`src/rtl/paddle_pkg.sv`:
```
// rtl/paddle_pkg.sv - shared types and constants for the paddle button conditioner
// Purpose: repeat-FSM state type, button index map and default timing constants.
// Ports: none (package).
package paddle_pkg;

    // Per-channel hold-to-repeat states: released, waiting for first repeat, repeating.
    typedef enum logic [1:0] {
        REL   = 2'd0,
        DELAY = 2'd1,
        RPT   = 2'd2
    } rep_state_t;

    // Bit positions inside the button vector {p2b2, p2b1, p1b2, p1b1}.
    localparam int unsigned IDX_P1_UP = 0;
    localparam int unsigned IDX_P1_DN = 1;
    localparam int unsigned IDX_P2_UP = 2;
    localparam int unsigned IDX_P2_DN = 3;

    // Defaults for a 100 MHz sysclk.
    localparam int unsigned DEF_NUM_BTN       = 4;
    localparam int unsigned DEF_DB_CYCLES     = 1000000;   // 10 ms
    localparam int unsigned DEF_REPEAT_DELAY  = 40000000;  // 400 ms
    localparam int unsigned DEF_REPEAT_PERIOD = 10000000;  // 100 ms
    localparam int unsigned DEF_CNT_W         = 28;

endpackage

```
`src/rtl/btn_channel.sv`:
```
// rtl/btn_channel.sv - one button: synchroniser, debouncer, press strobe, optional repeat
// Purpose: conditions a single asynchronous push-button into sysclk-domain level/strobes.
// Build option: PADDLE_REPEAT_EN adds the hold-to-repeat FSM; without it o_step == o_press.
// Ports:
//   i_clk    - sysclk
//   i_rst_n  - synchronous active-low reset
//   i_raw    - asynchronous active-high button pin
//   o_level  - debounced level
//   o_press  - one-cycle strobe on each debounced rising edge
//   o_step   - one-cycle strobe: press OR repeat
module btn_channel
    import paddle_pkg::*;
#(
    parameter int unsigned DB_CYCLES     = DEF_DB_CYCLES,
    parameter int unsigned REPEAT_DELAY  = DEF_REPEAT_DELAY,
    parameter int unsigned REPEAT_PERIOD = DEF_REPEAT_PERIOD,
    parameter int unsigned CNT_W         = DEF_CNT_W
) (
    input  logic i_clk,
    input  logic i_rst_n,
    input  logic i_raw,
    output logic o_level,
    output logic o_press,
    output logic o_step
);

    localparam logic [CNT_W-1:0] DB_LAST = CNT_W'(DB_CYCLES - 1);

    logic             r_sync1;
    logic             r_sync2;
    logic             r_level;
    logic             r_press;
    logic             r_step;
    logic [CNT_W-1:0] r_db_cnt;

    logic w_differ;
    logic w_toggle;
    logic w_level_nxt;
    logic w_press_nxt;
    logic w_rep_strobe;

    assign w_differ    = (r_sync2 != r_level);
    assign w_toggle    = w_differ && (r_db_cnt == DB_LAST);
    assign w_level_nxt = w_toggle ? ~r_level : r_level;
    // Strobes are decided from the next level so they register on the same edge as the level.
    assign w_press_nxt = w_toggle && !r_level;

    always_ff @(posedge i_clk) begin
        if (!i_rst_n) begin
            r_sync1  <= 1'b0;
            r_sync2  <= 1'b0;
            r_level  <= 1'b0;
            r_press  <= 1'b0;
            r_step   <= 1'b0;
            r_db_cnt <= '0;
        end else begin
            r_sync1 <= i_raw;
            r_sync2 <= r_sync1;
            // One cycle of agreement wipes all debounce progress.
            if (!w_differ || w_toggle) begin
                r_db_cnt <= '0;
            end else begin
                r_db_cnt <= r_db_cnt + CNT_W'(1);
            end
            r_level <= w_level_nxt;
            r_press <= w_press_nxt;
            r_step  <= w_press_nxt | w_rep_strobe;
        end
    end

`ifdef PADDLE_REPEAT_EN
    localparam logic [CNT_W-1:0] RD_LAST = CNT_W'(REPEAT_DELAY - 1);
    localparam logic [CNT_W-1:0] RP_LAST = CNT_W'(REPEAT_PERIOD - 1);

    rep_state_t       r_state;
    logic [CNT_W-1:0] r_rep_cnt;
    logic             w_rep_due;

    assign w_rep_due = ((r_state == DELAY) && (r_rep_cnt == RD_LAST)) ||
                       ((r_state == RPT)   && (r_rep_cnt == RP_LAST));
    // A release landing on the same edge as a due repeat wins: no strobe.
    assign w_rep_strobe = w_rep_due && w_level_nxt;

    always_ff @(posedge i_clk) begin
        if (!i_rst_n) begin
            r_state   <= REL;
            r_rep_cnt <= '0;
        end else if (!w_level_nxt) begin
            r_state   <= REL;
            r_rep_cnt <= '0;
        end else begin
            unique case (r_state)
                REL: begin
                    r_rep_cnt <= '0;
                    if (w_press_nxt) begin
                        r_state <= DELAY;
                    end
                end
                DELAY: begin
                    if (r_rep_cnt == RD_LAST) begin
                        r_rep_cnt <= '0;
                        r_state   <= RPT;
                    end else begin
                        r_rep_cnt <= r_rep_cnt + CNT_W'(1);
                    end
                end
                RPT: begin
                    if (r_rep_cnt == RP_LAST) begin
                        r_rep_cnt <= '0;
                    end else begin
                        r_rep_cnt <= r_rep_cnt + CNT_W'(1);
                    end
                end
                default: begin
                    r_state   <= REL;
                    r_rep_cnt <= '0;
                end
            endcase
        end
    end
`else
    // Repeat timing is accepted but has no effect in this build.
    logic w_unused_rep;
    assign w_unused_rep = REPEAT_DELAY[0] ^ REPEAT_PERIOD[0];
    assign w_rep_strobe = 1'b0;
`endif

    assign o_level = r_level;
    assign o_press = r_press;
    assign o_step  = r_step;

endmodule

```
`src/rtl/paddle_input_cond.sv`:
```
// rtl/paddle_input_cond.sv - conditions the four paddle push-buttons for the game core
// Purpose: per-channel synchroniser, debouncer, press strobe and optional hold-to-repeat.
// Build option: define PADDLE_REPEAT_EN to include repeat strobes in o_btn_step.
// Ports (bit order {p2b2, p2b1, p1b2, p1b1}):
//   i_sysclk     - single clock
//   i_rst_n      - synchronous active-low reset
//   i_btn_raw    - asynchronous active-high button pins
//   o_btn_level  - debounced levels
//   o_btn_press  - one-cycle strobes on debounced rising edges
//   o_btn_step   - one-cycle strobes, press OR repeat (consumed by paddle logic)
module paddle_input_cond
    import paddle_pkg::*;
#(
    parameter int unsigned NUM_BTN       = DEF_NUM_BTN,
    parameter int unsigned DB_CYCLES     = DEF_DB_CYCLES,     // must be >= 2
    parameter int unsigned REPEAT_DELAY  = DEF_REPEAT_DELAY,
    parameter int unsigned REPEAT_PERIOD = DEF_REPEAT_PERIOD,
    parameter int unsigned CNT_W         = DEF_CNT_W
) (
    input  logic               i_sysclk,
    input  logic               i_rst_n,
    input  logic [NUM_BTN-1:0] i_btn_raw,
    output logic [NUM_BTN-1:0] o_btn_level,
    output logic [NUM_BTN-1:0] o_btn_press,
    output logic [NUM_BTN-1:0] o_btn_step
);

    for (genvar g = 0; g < NUM_BTN; g++) begin : g_chan
        btn_channel #(
            .DB_CYCLES    (DB_CYCLES),
            .REPEAT_DELAY (REPEAT_DELAY),
            .REPEAT_PERIOD(REPEAT_PERIOD),
            .CNT_W        (CNT_W)
        ) u_chan (
            .i_clk  (i_sysclk),
            .i_rst_n(i_rst_n),
            .i_raw  (i_btn_raw[g]),
            .o_level(o_btn_level[g]),
            .o_press(o_btn_press[g]),
            .o_step (o_btn_step[g])
        );
    end

endmodule

```
`config.mk`:
```
export PLATFORM = sky130hd
export DESIGN_NAME = paddle_input_cond
export DESIGN_NICKNAME = d
export VERILOG_FILES = /design/src/rtl/paddle_pkg.sv /design/src/rtl/btn_channel.sv /design/src/rtl/paddle_input_cond.sv
export SDC_FILE = /design/constraint.sdc
export NUM_CORES = 1
export LEC_CHECK = 0
export BUFFER_PORTS_ARGS = -buffer_cell sky130_fd_sc_hd__buf_4
export CAP_MARGIN = 20
export CORE_MARGIN = 1
export CORE_UTILIZATION = 62
export DETAILED_ROUTE_END_ITERATION = 8
export MAX_ROUTING_LAYER = met4
export PLACE_DENSITY_LB_ADDON = 0.25
export SYNTH_ARGS = -nofsm -noshare
export SYNTH_HDL_FRONTEND = slang
export SYNTH_SLANG_ARGS = --single-unit
```
`constraint.sdc`:
```
create_clock -name i_sysclk -period 2.23 [get_ports i_sysclk]
set_input_delay 0.223 -clock i_sysclk [delete_from_list [all_inputs] [get_ports i_sysclk]]
set_output_delay 0.223 -clock i_sysclk [all_outputs]
set_load 0.01 [all_outputs]
```
; ---- Yosys cells after proc, flatten, opt, wreduce, memory -nomap -nowiden
; Cells that the tools add are included.
[word_totals]
register_bits = 128
[op_classes]
n_addsub = 4
n_eq_ne = 8
bitwise = 5
reduce_logical = 24
[ops]
columns = op, count
row1 = "adder 28 x 1 -> 28 bit, second input constant", 4
row2 = "== test 28 x 20 -> 1 bit, second input constant", 4
row3 = logical AND 1 bit, 8
row4 = zero test 1 bit, 8
row5 = OR reduction 2 bit, 4
row6 = NOT 1 bit, 5
row7 = logical OR 1 bit, 4
row8 = != test 1 bit, 4

; ---- Logic depth before layout (Yosys ltp)
; Gate-level depths: netlist of the first run.
[logic_depth]
word_depth = 4
depth_mapped = 6

; ---- Modules after synthesis
; A second synthesis of the first run with hierarchy kept.
[unflattened]
cells_unflattened = 652
hier_area_um2 = 5995.8
[modules_own_cells]
columns = module, n_inst, cells_each, area_each_um2, seq_area_each_um2
row1 = btn_channel, 4, 163, 1498.9, 640.6

; ---- Worst setup path after synthesis of the first run
; Ideal clock, no wire load.
[synth_timing]
path_type = reg-to-reg
start = register g_chan[2].u_chan.r_db_cnt[0]
end = register g_chan[2].u_chan.r_db_cnt[16]
setup_time_ns = 0.075
arrival_ns = 1.953
required_ns = 2.155
slack_ns = 0.202
stages_incl_launch_ff = 7
n_path_buf = 1
synth_period_minus_slack_ns = 2.028
path_cell_list = dfxtp_1 > ha_1 > nand2_1 > or4_1 > clkbuf_1 > or3_1 > a21oi_1
[synth_via]
elab_chain_cells = 4
[synth_lines]
columns = element, line_no
row1 = "start, declared", btn_channel.sv:34  ; logic [CNT_W-1:0] r_db_cnt;
row2 = "start signal, assigned", btn_channel.sv:63  ; r_db_cnt <= r_db_cnt + CNT_W'(1);
row3 = "parallel branches: the longest is 4 deep, another holds adder 28 x 1 -> 28 bit", n/a
; Parallel ways; which one is timed is not known.
; A chain may end at the register's enable or synchronous reset.

; ---- Worst setup path after layout of the first run
[layout_timing]
start = register g_chan[1].u_chan.r_db_cnt[0]
end = register g_chan[1].u_chan.r_db_cnt[24]
[layout_via]
elab_chain_cells = 4
[layout_lines]
columns = element, line_no
row1 = "start, declared", btn_channel.sv:34
row2 = "start signal, assigned", btn_channel.sv:63
row3 = "parallel branches: the longest is 4 deep, another holds adder 28 x 1 -> 28 bit", n/a
; Parallel ways; which one is timed is not known.

==> implementation parameters, run 1 <==
Parameter                              Value

Status
  Result of the run ... finished clean

Timing
  Period minus WS final ... 2.125 ns
  Setup repair after global routing missed its margin ... no
  Setup skew after layout ... 0.007135 ns
  Final critical-path setup slack ... about 0.10 ns
  Timing-limited maximum frequency ... 0.4705 GHz
  Number of max-slew violations in the final report ... 0
  Worst slew margin relative to its limit ... 66.76%
  Number of hold violations in the final report ... 0
  Worst-margin pin slew ... 0.4941 ns
  Post-route clock period utilization ... 95.31%
  Final TNS setup ... 0 ns
  Count of final setup violators ... 0

Global routing
  Wire length of the first global-routing pass ... 21.75 mm
  Maximum number of pins on one net before global-route repair ... 29
  Via count of the first global-routing pass ... 4902
  Global-route usage over all layers ... 28.24%
  Antenna violations before repair ... 0
  GRT overflow ... 0

Setup path
  Arrival time at the worst endpoint ... 2.58 ns
  Kind of end point of the critical path ... flop
  Critical path data required time ... 2.68 ns
  Worst Reg-to-Reg Cells ... 5
  CP Launch Type ... flop
  CP max FO ... 12
  Worst Path Class, Setup ... reg -> reg

Synthesis
  Post-synth top cells ... dfxtp_1, nor2_1, a21oi_1
  Top cell type by total area after synthesis ... dfxtp_1
  Avg Inst Size Synth ... 8.501 sq um
  Sequential cell area fraction in the yosys report ... 43.31%
  Most common cell in the netlist ... dfxtp_1
  Synth top area share ... 43.31%
  Cell area after synthesis ... 0.005917 sq mm
  Library cells used by synthesis ... 35
  Syn Nets ... 706
  Post-synth ARST share ... 0%
  Number of synthesized register bits ... 128
  Synth top area cells ... dfxtp_1, xnor2_1, a21oi_1
  Warning count from the yosys run ... 0
  Number of flops mapped to enable cells by yosys ... 0
  Flip-flop cell with the highest count after synthesis ... dfxtp_1
  Gate Count Post-Synth ... about 700

Floorplan
  Initial standard-cell utilization of the core ... 64.04%
  Horizontal die dimension ... 99.69 um
  Area of the die ... 0.009938 sq mm
  Die span in y ... 99.69 um
  Standard cell core area ... 0.009240 sq mm
  I/O pins ... 18
  FP Rows ... 35

Placement
  HPWL after detailed placement ... 8.394 mm
  Final estimated routing congestion in global placement ... 0.8797
  Post-placement worst setup slack ... roughly 0.11 ns
  PortBufs ... 17

Clock network
  Clk Tree Root Cell ... clkbuf_8
  Clk sink count ... 128
  TritonCTS clock tree ... done
  TritonCTS buffer count ... 17
  Number of setup buffers added after CTS ... 0
  CTS H-Tree Depth ... 4
  Clock insertion delay at the later pin of the skew report ... 0.52 ns
  Number of buffers between clock root and the deepest sink ... 2
  Clock transition at the registers of the reported paths ... 0.06 ns

Final layout
  NumNets Final ... 722
  Area taken by flip-flops and latches ... around 0.0026 sq mm
  Multi-input logic area ... about 0.0031 sq mm
  Number of antenna diodes ... 0
  Number of fillers in the final layout ... 678
  Synth-to-layout area growth ... 14.40%
  Share of layout cells above drive strength 1 ... 9.405%

Routing
  Routed wire per std cell ... 15.09 um
  Via Count ... 5180
  Number of antenna-violating nets in the routed design ... 0
  Detailed-router iteration count before antenna repair ... 5
  Number of DRC markers after the initial detailed-route iteration ... 224
  Post-route DRC violation count ... 0
  Avg Vias per Cell ... 6.080
  Final WL ... roughly 13 mm

Min path
  Min-delay worst type ... in -> reg
  Hold path cells ... 3

Power and ir drop
  Power density over the cells ... approximately 750 mW/mm^2
  Cell leakage power ... a little over 2 nW
  Max IR drop VDD ... 0.0005732 V

Job
  Max Cap Viol ... 0
-- worst max-delay path: stages, from the launching register on --
cell	delay, ns
dfxtp_1	0.36
ha_1	0.23
nand2_1	0.16
or3_1	0.56
or4_1	0.60
a21oi_1	0.16
-- sequential cells by signal, summed over array words and instances, names as in the netlist --
register and count:
g_chan.u_chan.r_sync2 4, g_chan.u_chan.o_press 4, g_chan.u_chan.r_sync1 4, g_chan.u_chan.o_level 4
g_chan.u_chan.r_db_cnt 112
-- layout make-up --
class	instances	share of cell area (%)
clock buffers	24	7.098
clock inverters	6	1.553
inverters	26	1.442
multi-input cells	504	45.27
flip-flops and latches	128	37.86
well taps	129	2.384
repair buffers	35	4.399
-- cells by family (layout without fill, tap and decap cells) --
| group | count (synthesis) | in the layout | share of synthesized area, % |
|---|---|---|---|
| buffers and inverters | 64 | 91 | 5.033 |
| AOI/OAI and AO/OA | 117 | 117 | 11.40 |
| DFF | 128 | 128 | 43.31 |
| and+or+nand+nor | 328 | 328 | 31.27 |
| adders and majority gates | 4 | 4 | 0.8459 |
| xor gates and xnor gates | 55 | 55 | 8.141 |
-- power breakdown --
part / internal (mW) / switching [mW]
clock network: 1.80 / 0.940
logic: 0.0233 / 0.0319
registers: 2.30 / 0.00504
total: 4.12 / 0.977
-- cells in the final DEF (no fill, tap or decap), types with 2 or more instances in the layout --
| cell type | instances |
|---|---|
| bufinv_16 | 3 |
| or4b_1 | 2 |
| or3_1 | 33 |
| buf_12 | 2 |
| o21a_1 | 2 |
| xnor2_1 | 37 |
| nor2_1 | 67 |
| or2_2 | 4 |
| nand4_1 | 34 |
| a21oi_1 | 56 |
| o211ai_2 | 2 |
| clkbuf_16 | 16 |
| and2_1 | 11 |
| nand2_1 | 40 |
| and3_1 | 10 |
| clkinv_2 | 3 |
| inv_1 | 26 |
| ha_1 | 4 |
| nor3_1 | 11 |
| dfxtp_1 | 128 |
| nor4_1 | 25 |
| and4_1 | 14 |
| nor4b_1 | 4 |
| or4_4 | 3 |
| clkbuf_8 | 5 |
| nand3_1 | 34 |
| xor2_1 | 18 |
| buf_4 | 29 |
| o211ai_1 | 2 |
| o31ai_1 | 24 |
| o21ai_0 | 30 |
| dlygate4sd3_1 | 4 |
| clkbuf_1 | 3 |
| or4_1 | 32 |
-- layer usage --
layer | track usage (%) | up-vias | part of all wire (%)
met4 | 10.41 | 0 | 1.1
met1 | 32.85 | 2466 | 44
met2 | 46.90 | 129 | 51
li1 | - | 2570 | -
met5 | - | - | 0
met3 | 7.309 | 15 | 4.5
-- final timing paths --
kind / from / endpoint / slack (ns)
hold / removal: i_rst_n / g_chan[2].u_chan.o_press / 0.06
hold reg to reg: g_chan[2].u_chan.r_sync1 / g_chan[2].u_chan.r_sync2 / 0.44
setup reg to reg: g_chan[1].u_chan.r_db_cnt[0] / g_chan[1].u_chan.r_db_cnt[24] / 0.10
setup / recovery: g_chan[1].u_chan.r_db_cnt[0] / g_chan[1].u_chan.r_db_cnt[24] / 0.10
-- timing repair --
action	CTS	global route
setup endpoints to repair	0	4
gates resized for setup	0	2
hold buffers	4	0
endpoints found under the hold margin	4	0
-- metrics by stage --
step	power, mW	utilization, %	area [sq um]	hold slack, ns	std cells
global placement	2.399	66.40	6136	0.4140	818
CTS	5.134	73.18	6761	0.04935	852
finish	5.101	73.26	6769	0.06386	852
global route	5.238	73.26	6769	0.05935	852
detailed placement	2.401	66.40	6136	0.4285	818
floorplan	2.379	-	5917	0.3503	696
No activity file was read; power rests on OpenSTA's default activity.
==> run 2, diff against run 1 <==
--- a/config.mk
+++ b/config.mk
@@ -12,6 +12,7 @@
 export DETAILED_ROUTE_END_ITERATION = 8
 export MAX_ROUTING_LAYER = met4
 export PLACE_DENSITY_LB_ADDON = 0.25
+export SETUP_SLACK_MARGIN = 0.4
 export SYNTH_ARGS = -nofsm -noshare
 export SYNTH_HDL_FRONTEND = slang
 export SYNTH_SLANG_ARGS = --single-unit
==> implementation parameters, run 2 (synthesis gave the netlist of run 1 again) <==
Parameter                              Value

Timing
  Worst slew margin relative to its limit ... between 50% and 60%
  Timing-limited maximum frequency ... between 0.5 and 0.6 GHz
  Final TNS setup ... 0 ns
  Post-route clock period utilization ... 88.94%
  Setup skew after layout ... 0.007494 ns
  Setup repair after global routing missed its margin ... yes
  Period minus WS final ... 1.983 ns
  Final critical-path setup slack ... 0.2467 ns
  Count of final setup violators ... 0
  Number of max-slew violations in the final report ... 0
  Worst-margin pin slew ... 0.6754 ns
  Number of hold violations in the final report ... 0

Final layout
  Number of fillers in the final layout ... 461
  Largest register FFs ... 112
  NumNets Final ... 768
  Number of antenna diodes ... 0
  Share of layout cells above drive strength 1 ... 31.26%
  Biggest register ... g_chan.u_chan.r_db_cnt
  Most common cell after layout, fill and taps aside ... dfxtp_1
  Leading cell types in the layout, fill and taps excluded ... dfxtp_1, buf_4, nor2_1, nand2_1, a21oi_1
  Synth-to-layout area growth ... 31.32%

Clock network
  Clk sink count ... 128
  TritonCTS clock tree ... done
  TritonCTS buffer count ... 17
  Number of buffers between clock root and the deepest sink ... 2
  Clock insertion delay at the later pin of the skew report ... 0.54 ns
  Clk Tree Root Cell ... clkbuf_8
  Clock transition at the registers of the reported paths ... 0.06 ns
  CTS H-Tree Depth ... 4

Routing
  Number of DRC markers after the initial detailed-route iteration ... about 320
  Routed wire per std cell ... 18.74 um
  Number of antenna-violating nets in the routed design ... 0
  Avg Vias per Cell ... about 6.4
  Detailed-router iteration count before antenna repair ... 5
  Via Count ... 5787
  Post-route DRC violation count ... 0
  Final WL ... 16.86 mm

Min path
  Worst hold endpoint ... g_chan[2].u_chan.o_level
  Hold path cells ... 2
  Hold path start ... i_rst_n
  Min-delay worst type ... in -> reg

Placement
  HPWL after detailed placement ... around 8.3 mm
  Post-placement worst setup slack ... 0.08424 ns
  Final estimated routing congestion in global placement ... roughly 0.88
  PortBufs ... 17

Setup path
  Worst Path Class, Setup ... reg -> reg
  CP max FO ... 13
  Worst Reg-to-Reg Cells ... 5
  Worst R2R Start ... g_chan[1].u_chan.r_db_cnt[12]
  Critical path data required time ... 2.67 ns
  Reg-to-Reg End ... g_chan[1].u_chan.r_db_cnt[3]
  CP Launch Type ... flop
  R2R setup slack ... 0.25 ns
  Kind of end point of the critical path ... flop
  Arrival time at the worst endpoint ... 2.42 ns

Power and ir drop
  Power density over the cells ... 660.3 mW/mm^2
  Cell leakage power ... 2.384 nW
  Max IR drop VDD ... 0.0006154 V

Status
  Result of the run ... finished clean

Floorplan
  I/O pins ... 18
  Initial standard-cell utilization of the core ... 64.04%
  Standard cell core area ... between 0.009 and 0.01 sq mm
  Die span in y ... 99.69 um
  FP Rows ... 35
  Horizontal die dimension ... 99.69 um
  Area of the die ... roughly 0.01 sq mm

Global routing
  Maximum number of pins on one net before global-route repair ... 29
  Antenna violations before repair ... 0
  Via count of the first global-routing pass ... 5144
  GRT overflow ... 0
  Global-route usage over all layers ... 30.57%
  Wire length of the first global-routing pass ... 23.54 mm

Job
  Max Cap Viol ... 0
-- run 2: repair_timing --
item / CTS / global route
gates cloned: 1 / 5
buffers inserted: 15 / 30
hold buffers: 4 / 0
setup endpoints to repair: 77 / 102
pin swaps: 13 / 61
hold endpoints to repair: 4 / 0
gates resized for setup: 29 / 123
-- run 2: worst max path at each step --
stage                                             start                       endpoint  slack [ns]
after floorplan           g_chan[1].u_chan.r_db_cnt[13]  g_chan[1].u_chan.r_db_cnt[23]        0.34
after global placement     g_chan[2].u_chan.r_db_cnt[0]  g_chan[2].u_chan.r_db_cnt[26]        0.14
after detailed placement   g_chan[2].u_chan.r_db_cnt[0]  g_chan[2].u_chan.r_db_cnt[26]        0.08
after CTS                  g_chan[1].u_chan.r_db_cnt[0]  g_chan[1].u_chan.r_db_cnt[24]        0.28
after global routing       g_chan[1].u_chan.r_db_cnt[0]  g_chan[1].u_chan.r_db_cnt[19]        0.18
final                     g_chan[1].u_chan.r_db_cnt[12]   g_chan[1].u_chan.r_db_cnt[3]        0.25
-- run 2: power breakdown --
group	switching, mW	leakage, nW	total [mW]	internal [mW]
Clock	1.08	0.284	2.76	1.68
Sequential	0.00742	1.06	2.29	2.28
Combinational	0.0444	1.04	0.0827	0.0383
Total	1.13	2.38	5.13	4.00
-- run 2: cell type report --
cell class / count / area [sq um] / area share [%]
inverters: 26 / 97.59 / 1.256
multi-input cells: 505 / 3513 / 45.22
repair buffers: 80 / 749.5 / 9.646
clock buffers: 20 / 455.4 / 5.862
flip-flops and latches: 128 / 2660 / 34.24
clock inverters: 12 / 132.6 / 1.707
well taps: 129 / 161.4 / 2.077
-- run 2: metal layers --
metal	up-vias	part of all wire, %	global-route usage [%]
met3	59	5.9	6.606
met5	-	0	-
met2	254	51	51.56
met4	0	3.4	13.24
li1	2670	-	-
met1	2804	40	34.93
-- run 2: worst max-delay path, stage by stage (launching register included) --
cell,delay (ns)
dfxtp_4,0.35
or4b_1,0.51
or4_4,0.49
o211ai_4,0.26
clkbuf_16,0.22
nor2_1,0.06
-- run 2: per-stage QoR --
step	instance area (sq um)	std cells	utilization, %	power, mW	hold slack [ns]
final	7770	900	84.09	5.131	0.04280
after global routing	7770	900	84.09	5.271	0.04676
after CTS	7047	865	76.26	5.103	0.04863
after detailed placement	6183	813	66.92	2.399	0.4210
after global placement	6183	813	66.92	2.397	0.4213
after floorplan	6023	696	-	2.381	0.3503
